$ cat src/rtl/rv32i_instr_encoder.sv
// RV32I field-to-word encoder with legality checks,
// a 2-entry output FIFO and saturating counters.
module rv32i_instr_encoder #(
  parameter int CNT_W = 16
) (
  input  logic             clk,
  input  logic             rst,
  input  logic             in_valid,
  output logic             in_ready,
  input  logic [2:0]       in_fmt,
  input  logic [6:0]       in_opcode,
  input  logic [4:0]       in_rd,
  input  logic [4:0]       in_rs1,
  input  logic [4:0]       in_rs2,
  input  logic [2:0]       in_funct3,
  input  logic [6:0]       in_funct7,
  input  logic [31:0]      in_imm,
  output logic             out_valid,
  input  logic             out_ready,
  output logic [31:0]      out_instr,
  output logic             err_valid,
  output logic [2:0]       err_code,
  output logic [CNT_W-1:0] instr_count,
  output logic [CNT_W-1:0] err_count
);

  localparam logic [2:0] FMT_I = 3'b000;
  localparam logic [2:0] FMT_S = 3'b001;
  localparam logic [2:0] FMT_B = 3'b010;
  localparam logic [2:0] FMT_U = 3'b011;
  localparam logic [2:0] FMT_J = 3'b100;
  localparam logic [2:0] FMT_R = 3'b101;

  localparam logic [CNT_W-1:0] CNT_ONE = {{(CNT_W-1){1'b0}}, 1'b1};
  localparam logic [CNT_W-1:0] CNT_MAX = {CNT_W{1'b1}};

  logic        is_i, is_s, is_b, is_u, is_j, is_r;
  logic        is_shift;
  logic        i_ok, sh_ok, b_ok, j_ok, u_ok;
  logic [31:0] enc;
  logic [2:0]  code;
  logic        accept, push, pop;

  logic [31:0] mem [2];
  logic        wr_ptr;
  logic        rd_ptr;
  logic [1:0]  count;

  assign is_i = (in_fmt == FMT_I);
  assign is_s = (in_fmt == FMT_S);
  assign is_b = (in_fmt == FMT_B);
  assign is_u = (in_fmt == FMT_U);
  assign is_j = (in_fmt == FMT_J);
  assign is_r = (in_fmt == FMT_R);

  assign is_shift = is_i
    && (in_opcode == 7'b0010011)
    && ((in_funct3 == 3'b001)
     || (in_funct3 == 3'b101));

  // Sign-extension checks: upper bits all equal to the top kept bit
  assign i_ok  = (&in_imm[31:11]) | ~(|in_imm[31:11]);
  assign sh_ok = ~(|in_imm[31:5]);
  assign b_ok  = ((&in_imm[31:12]) | ~(|in_imm[31:12]))
               & ~in_imm[0];
  assign j_ok  = ((&in_imm[31:20]) | ~(|in_imm[31:20]))
               & ~in_imm[0];
  assign u_ok  = ~(|in_imm[11:0]);

  always_comb begin
    enc = '0;
    unique case (1'b1)
      is_r: enc = {in_funct7, in_rs2, in_rs1,
                   in_funct3, in_rd, in_opcode};
      is_shift: enc = {in_funct7, in_imm[4:0], in_rs1,
                       in_funct3, in_rd, in_opcode};
      is_i && !is_shift:
        enc = {in_imm[11:0], in_rs1,
               in_funct3, in_rd, in_opcode};
      is_s: enc = {in_imm[11:5], in_rs2, in_rs1,
                   in_funct3, in_imm[4:0], in_opcode};
      is_b: enc = {in_imm[12], in_imm[10:5], in_rs2,
                   in_rs1, in_funct3, in_imm[4:1],
                   in_imm[11], in_opcode};
      is_u: enc = {in_imm[31:12], in_rd, in_opcode};
      is_j: enc = {in_imm[20], in_imm[10:1], in_imm[11],
                   in_imm[19:12], in_rd, in_opcode};
      default: enc = '0;
    endcase
  end

  always_comb begin
    code = 3'd0;
    if (in_opcode[1:0] != 2'b11)
      code = 3'd1;
    else if (!(is_i || is_s || is_b || is_u || is_j || is_r))
      code = 3'd2;
    else if ((is_i && !(is_shift ? sh_ok : i_ok))
          || (is_s && !i_ok))
      code = 3'd3;
    else if (is_b && !b_ok)
      code = 3'd4;
    else if (is_j && !j_ok)
      code = 3'd5;
    else if (is_u && !u_ok)
      code = 3'd6;
  end

  assign in_ready  = (count != 2'd2);
  assign out_valid = (count != 2'd0);
  assign out_instr = out_valid ? mem[rd_ptr] : '0;

  assign accept = in_valid && in_ready;
  assign push   = accept && (code == 3'd0);
  assign pop    = out_valid && out_ready;

  always_ff @(posedge clk) begin
    if (rst) begin
      mem[0]      <= '0;
      mem[1]      <= '0;
      wr_ptr      <= 1'b0;
      rd_ptr      <= 1'b0;
      count       <= 2'd0;
      err_valid   <= 1'b0;
      err_code    <= 3'd0;
      instr_count <= '0;
      err_count   <= '0;
    end else begin
      if (push) begin
        mem[wr_ptr] <= enc;
        wr_ptr      <= ~wr_ptr;
        if (instr_count != CNT_MAX)
          instr_count <= instr_count + CNT_ONE;
      end
      if (pop)
        rd_ptr <= ~rd_ptr;
      case ({push, pop})
        2'b10:   count <= count + 2'd1;
        2'b01:   count <= count - 2'd1;
        default: count <= count;
      endcase
      err_valid <= accept && (code != 3'd0);
      if (accept && (code != 3'd0)) begin
        err_code <= code;
        if (err_count != CNT_MAX)
          err_count <= err_count + CNT_ONE;
      end
    end
  end

endmodule
$ cat config.mk
export PLATFORM = sky130hd
export DESIGN_NAME = rv32i_instr_encoder
export DESIGN_NICKNAME = d
export VERILOG_FILES = /design/src/rtl/rv32i_instr_encoder.sv
export SDC_FILE = /design/constraint.sdc
export NUM_CORES = 1
export LEC_CHECK = 0
export CAP_MARGIN = 20
export CORE_ASPECT_RATIO = 0.7
export CORE_MARGIN = 3
export CORE_UTILIZATION = 40
export CTS_CLUSTER_DIAMETER = 200
export DETAILED_ROUTE_END_ITERATION = 6
export GPL_ROUTABILITY_DRIVEN = 0
export PLACE_DENSITY = 0.81
export SLEW_MARGIN = 10
export SYNTH_ARGS = -nofsm -noshare
export SYNTH_HDL_FRONTEND = slang
export SYNTH_SLANG_ARGS = --single-unit
$ cat constraint.sdc
create_clock -name clk -period 5.7 [get_ports clk]
set_input_delay 1.14 -clock clk [delete_from_list [all_inputs] [get_ports clk]]
set_output_delay 1.14 -clock clk [all_outputs]
set_load 0.02 [all_outputs]
# [Word-level counts from Yosys, hierarchy flattened]
# Memory sizes are Yosys's and may differ from the RTL's. A register that Yosys moved wholly into a read port is not among the register bits.
# Index checks and enable logic that the tools add are counted.
# W data, S select, Z words.
[totals] regBits=40 ram_bits=64 out_inout_bits=70 wordCells=98 memories=1
[memory_table] memory="mem" depth=2 word_bits=32 rd=1 rd_clocked_by_memory_dff=1 write_ports=2 line="44" text="logic [31:0] mem [2];"
[op_classes] addsub=4 eq_ne=14 n_mux=20 n_bitwise=12 reduce_logical=40
[op_table] operator="$pmux W32 S7" n=1
[op_table] operator="$mux W32" n=2
[op_table] operator="$add A16 B1 Y16 const B" n=2
[op_table] operator="$ne A16 B16 Y1 const B" n=2
[op_table] operator="$reduce_or A32 Y1" n=1
[op_table] operator="$reduce_or A27 Y1" n=1
[op_table] operator="$reduce_or A12 Y1" n=2
[op_table] operator="$reduce_and A21 Y1" n=1
[op_table] operator="$reduce_or A21 Y1" n=1
[op_table] operator="$reduce_and A20 Y1" n=1
[op_table] operator="$reduce_or A20 Y1" n=1
[op_table] operator="$mux W3" n=6
[op_table] operator="$logic_and A1 B1 Y1" n=12
[op_table] operator="$reduce_and A12 Y1" n=1
[op_table] operator="$mux W1" n=10
[op_table] operator="$eq A3 B3 Y1 const B" n=3
[op_table] operator="$eq A7 B5 Y1 const B" n=1
[op_table] operator="$logic_or A1 B1 Y1" n=7
[op_table] operator="$not A1 Y1" n=7
[op_table] operator="$eq A3 B1 Y1 const B" n=2
[op_table] operator="$eq A3 B2 Y1 const B" n=2
[op_table] operator="$logic_not A3 Y1" n=2
[op_table] operator="$logic_not A1 Y1" n=5
[op_table] operator="$ne A2 B2 Y1 const B" n=2
[op_table] operator="10 further kinds" n=15

# [Depth between registers and ports, before layout]
[logic_depth] depth_word=18 mapped_depth=12 depth_no_buf=10

# [Worst setup path before layout]
# OpenSTA, ideal clock, no wires.
[synth_timing] kind="input to register" start="in in_imm[19]" end="mem mem[0][0], enable pin" setup_ps=466 arrival_ps=5030 t_required_ps=5234 setup_slack_ps=204 path_stages=9 n_path_buf=2 path_cell_list="or4_1 > nor2_1 > a211oi_1 > a211oi_2 > and4_1 > buf_4 > inv_2 > clkbuf_1 > o21ai_0"
[synth_lines] item="start: declaration" line="17" text="input logic [31:0] in_imm,"
[synth_lines] item="end: declaration" line="44"

==> results.sh <==
export IMPL_synth_top_cell_area_share_pct=32.60
export IMPL_first_pass_iters=7
export IMPL_wl_um=16520
export IMPL_hold_class="flop to flop"
export IMPL_synth_area_um2=5896
export IMPL_peakVddDrop_mv=0.1219
export IMPL_insertion_delay_ps=350
export IMPL_crit_arrival_ps=4500
export IMPL_cp_start_kind="primary input"
export IMPL_grt_pass1_wl_um=26140
export IMPL_grt_overflow=0
export IMPL_antenna_found_initial=0
export IMPL_min_period_ps=4294
export IMPL_r2r_setup_slack_ps=2750
export IMPL_timing_setup_tns_ps=0
export IMPL_yosys_warnings=0
export IMPL_vias=5274
export IMPL_fill_cells=1260
export IMPL_min_delay_start="err_code[2]$_SDFFE_PP0P_"
export IMPL_critical_path_class="primary input to flop"
export IMPL_maxSlewViolCount=0
export IMPL_syn_nets=699
export IMPL_seq_area_frac_synth_pct=46.52
export IMPL_preCtsSetupSlack_ps=1078
export IMPL_antenna_diode_count=0
export IMPL_routed_via_density=5.605
export IMPL_cp_required_ps=5900
export IMPL_synth_cell_types=52
export IMPL_final_nets=820
export IMPL_drc=0
export IMPL_cts_tree="yes"
export IMPL_die_area_um2=16260
export IMPL_io_buffers=140
export IMPL_synth_edf_count=64
export IMPL_root_buffer="clkbuf_16"
export IMPL_rsz0062_at_grt="no"
export IMPL_rows=36
export IMPL_synth_top_area_cell="edfxtp_1"
export IMPL_post_cts_setup_buffers=0
export IMPL_htree_levels=3
export IMPL_avgRoutedWirePerCell_um=17.55
export IMPL_hold_viol=0
export IMPL_fin_ws_ps=1406
export IMPL_worstReg2RegEnd="mem[0][11]$_SDFFCE_PN0P_"
export IMPL_final_period_utilization_pct=75.33
export IMPL_design_core_area_um2=14140
export IMPL_drt_iter0_markers=320
export IMPL_synth_seq_cells=105
export IMPL_regToRegStartpoint="count[0]$_SDFFE_PP0P_"
export IMPL_antenna_left=0
export IMPL_syn_inst=625
export IMPL_async_flop_share_pct=0
export IMPL_syn_area_per_cell_um2=9.433
export IMPL_start_util_pct=41.68
export IMPL_cts_clk_slew_worst_paths_ps=70
export IMPL_holdPathEnd="err_code[2]$_SDFFE_PP0P_"
export IMPL_finalClockSkew_ps=9.001
export IMPL_grt_start_max_net_pins=43
export IMPL_max_slew_margin_pct=30.20
export IMPL_synth_ff_type="edfxtp_1"
export IMPL_postCtsResizedCells=0
export IMPL_hpwl_um=12030
export IMPL_die_x_um=151.1
export IMPL_drv_cap=0
export IMPL_min_delay_path_depth=2
export IMPL_ioPinCount=141
export IMPL_clock_path_buffers=2
export IMPL_crit_fanout=27
export IMPL_finalSetupViolations=0
export IMPL_track_usage_pct=20.55
export IMPL_drive_above_1_share_pct=8.788
export IMPL_grt_pass1_vias=4982
export IMPL_reg2regPathDepth=9
export IMPL_worst_pin_slew_ps=1047
export IMPL_cp_end_kind="flop"
export IMPL_fmax_mhz=232.9
export IMPL_outcome="finished, final reports clean"
export IMPL_area_growth_pct=31.62
export IMPL_synth_area_top_cells="edfxtp_1 (33%), dfxtp_1 (14%), nor2_1 (7.8%)"
export IMPL_fp_dieH_um=107.6
export IMPL_clock_sinks=105
export IMPL_leakagePower_nw=2.736
export IMPL_p_per_area_nw_per_um2=224.2
export IMPL_cts_buffers=9
export IMPL_cts_hold_fix_buffers=0
## worst max path at each step
stage | startpoint | to | slack (ps) | depth (start not counted)
6_report | in_imm[19] | mem[0][11]$_SDFFCE_PN0P_ | 1410 | 11
5_1_grt | in_fmt[0] | mem[0][12]$_SDFFCE_PN0P_ | 1170 | 12
4_1_cts | in_imm[19] | mem[0][11]$_SDFFCE_PN0P_ | 1440 | 11
3_5_place_dp | in_fmt[0] | mem[0][3]$_SDFFCE_PN0P_ | 1080 | 12
3_3_place_gp | in_imm[19] | mem[0][13]$_SDFFCE_PN0P_ | 1220 | 11
2_1_floorplan | in_imm[19] | mem[0][0]$_SDFFCE_PN0P_ | 200 | 9
## sequential cells by signal, indices dropped and copies added (netlist names), named ones only
| name | count |
|---|---|
| err_code | 3 |
| rd_ptr | 1 |
| count | 2 |
| wr_ptr | 1 |
| err_count | 16 |
| instr_count | 16 |
| mem | 64 |
| err_valid | 1 |
## cells by family (layout without fill, tap and decap cells)
family,after synthesis,count (layout),synth area share (%)
fa+ha+maj,3,3,0.6367
simple gates,276,276,22.96
mux,67,67,11.86
xor+xnor,4,4,0.5943
flops,105,105,46.52
compound gates,110,110,13.22
buf+inv,60,186,4.202
## cell usage in the layout, fill, tap and decap left out, types with 5 or more instances in the layout
cell and count:
nand3_1 17, o41ai_1 5, nor4_1 9, o21ai_0 8, nor2_1 120, a21oi_1 29
dfxtp_1 40, mux2i_1 44, nor2b_1 27, mux2_2 23, and2_1 16, inv_1 14
nand2_1 26, or4_1 5, a211oi_1 10, and3_1 19, o22a_1 9, edfxtp_1 64
o311ai_0 6, a22oi_1 14, clkbuf_16 9, a222oi_1 6, or2_2 5, clkdlybuf4s50_1 139
buf_4 14, nand4_1 11
## routing by layer
layer	up-vias	wire length [um]	global-route usage, %	part of all wire (%)
li1	2544	-	-	-
met1	2477	7578	29.83	46
met2	225	7324	30.75	44
met3	28	1327	4.588	8.0
met4	0	288	5.886	1.7
met5	-	0	0	0
## worst max-delay path, cell delays in order
cell	delay [ps]
clkdlybuf4s50_1	450
or4_1	540
nor2_1	270
a211oi_1	140
a211oi_2	320
and4_1	230
buf_4	200
inv_2	200
or3_1	580
buf_4	290
nor2_1	110
## final cells by class
class | instances | area [um2] | share of cell area [%]
multi-input combinational | 460 | 2914 | 37.55
timing repair buffer | 154 | 1501 | 19.35
sequential | 105 | 2744 | 35.36
clock buffer | 9 | 225.2 | 2.902
inverter | 16 | 60.06 | 0.7739
tap | 190 | 237.7 | 3.064
clock inverter | 7 | 77.57 | 0.9997
## report_power, final
group,switching (W),total (W),internal (W)
clock,0.000285,0.000630,0.000344
sequential,0.0000192,0.000844,0.000825
combinational,0.000142,0.000266,0.000124
total,0.000447,0.00174,0.00129
## cell usage after synthesis, types with 4 or more instances
library cell    n
a21oi_1        29
clkbuf_1       31
nand3_1        17
and4_1          4
inv_1          14
mux2i_1        44
buf_1           7
o22ai_1         4
or2_2           5
o31ai_1         4
nand2b_1        4
nor2b_1        27
and3_1         19
or4_1           5
edfxtp_1       64
o41ai_1         5
o22a_1          9
dfxtp_1        41
a222oi_1        6
nor4_1          9
o311ai_0        6
nand4_1        11
mux2_2         23
and2_1         16
nor3_1          4
nor2_1        122
nand2_1        26
o21ai_0         9
or3_1           4
a211oi_1       10
a22oi_1        14
## per-stage QoR
stage	hold slack, ps	total power, W	area [um2]	utilization, %	std cells
floorplan	471.8	0.0009991	5896	-	625
global placement	470.5	0.001121	7455	52.71	925
detailed placement	471.5	0.001125	7455	52.71	925
CTS	482.0	0.001750	7757	54.85	941
global route	505.0	0.001810	7760	54.87	941
finish	480.3	0.001740	7760	54.87	941
No activity file was read; power rests on OpenSTA's default activity.
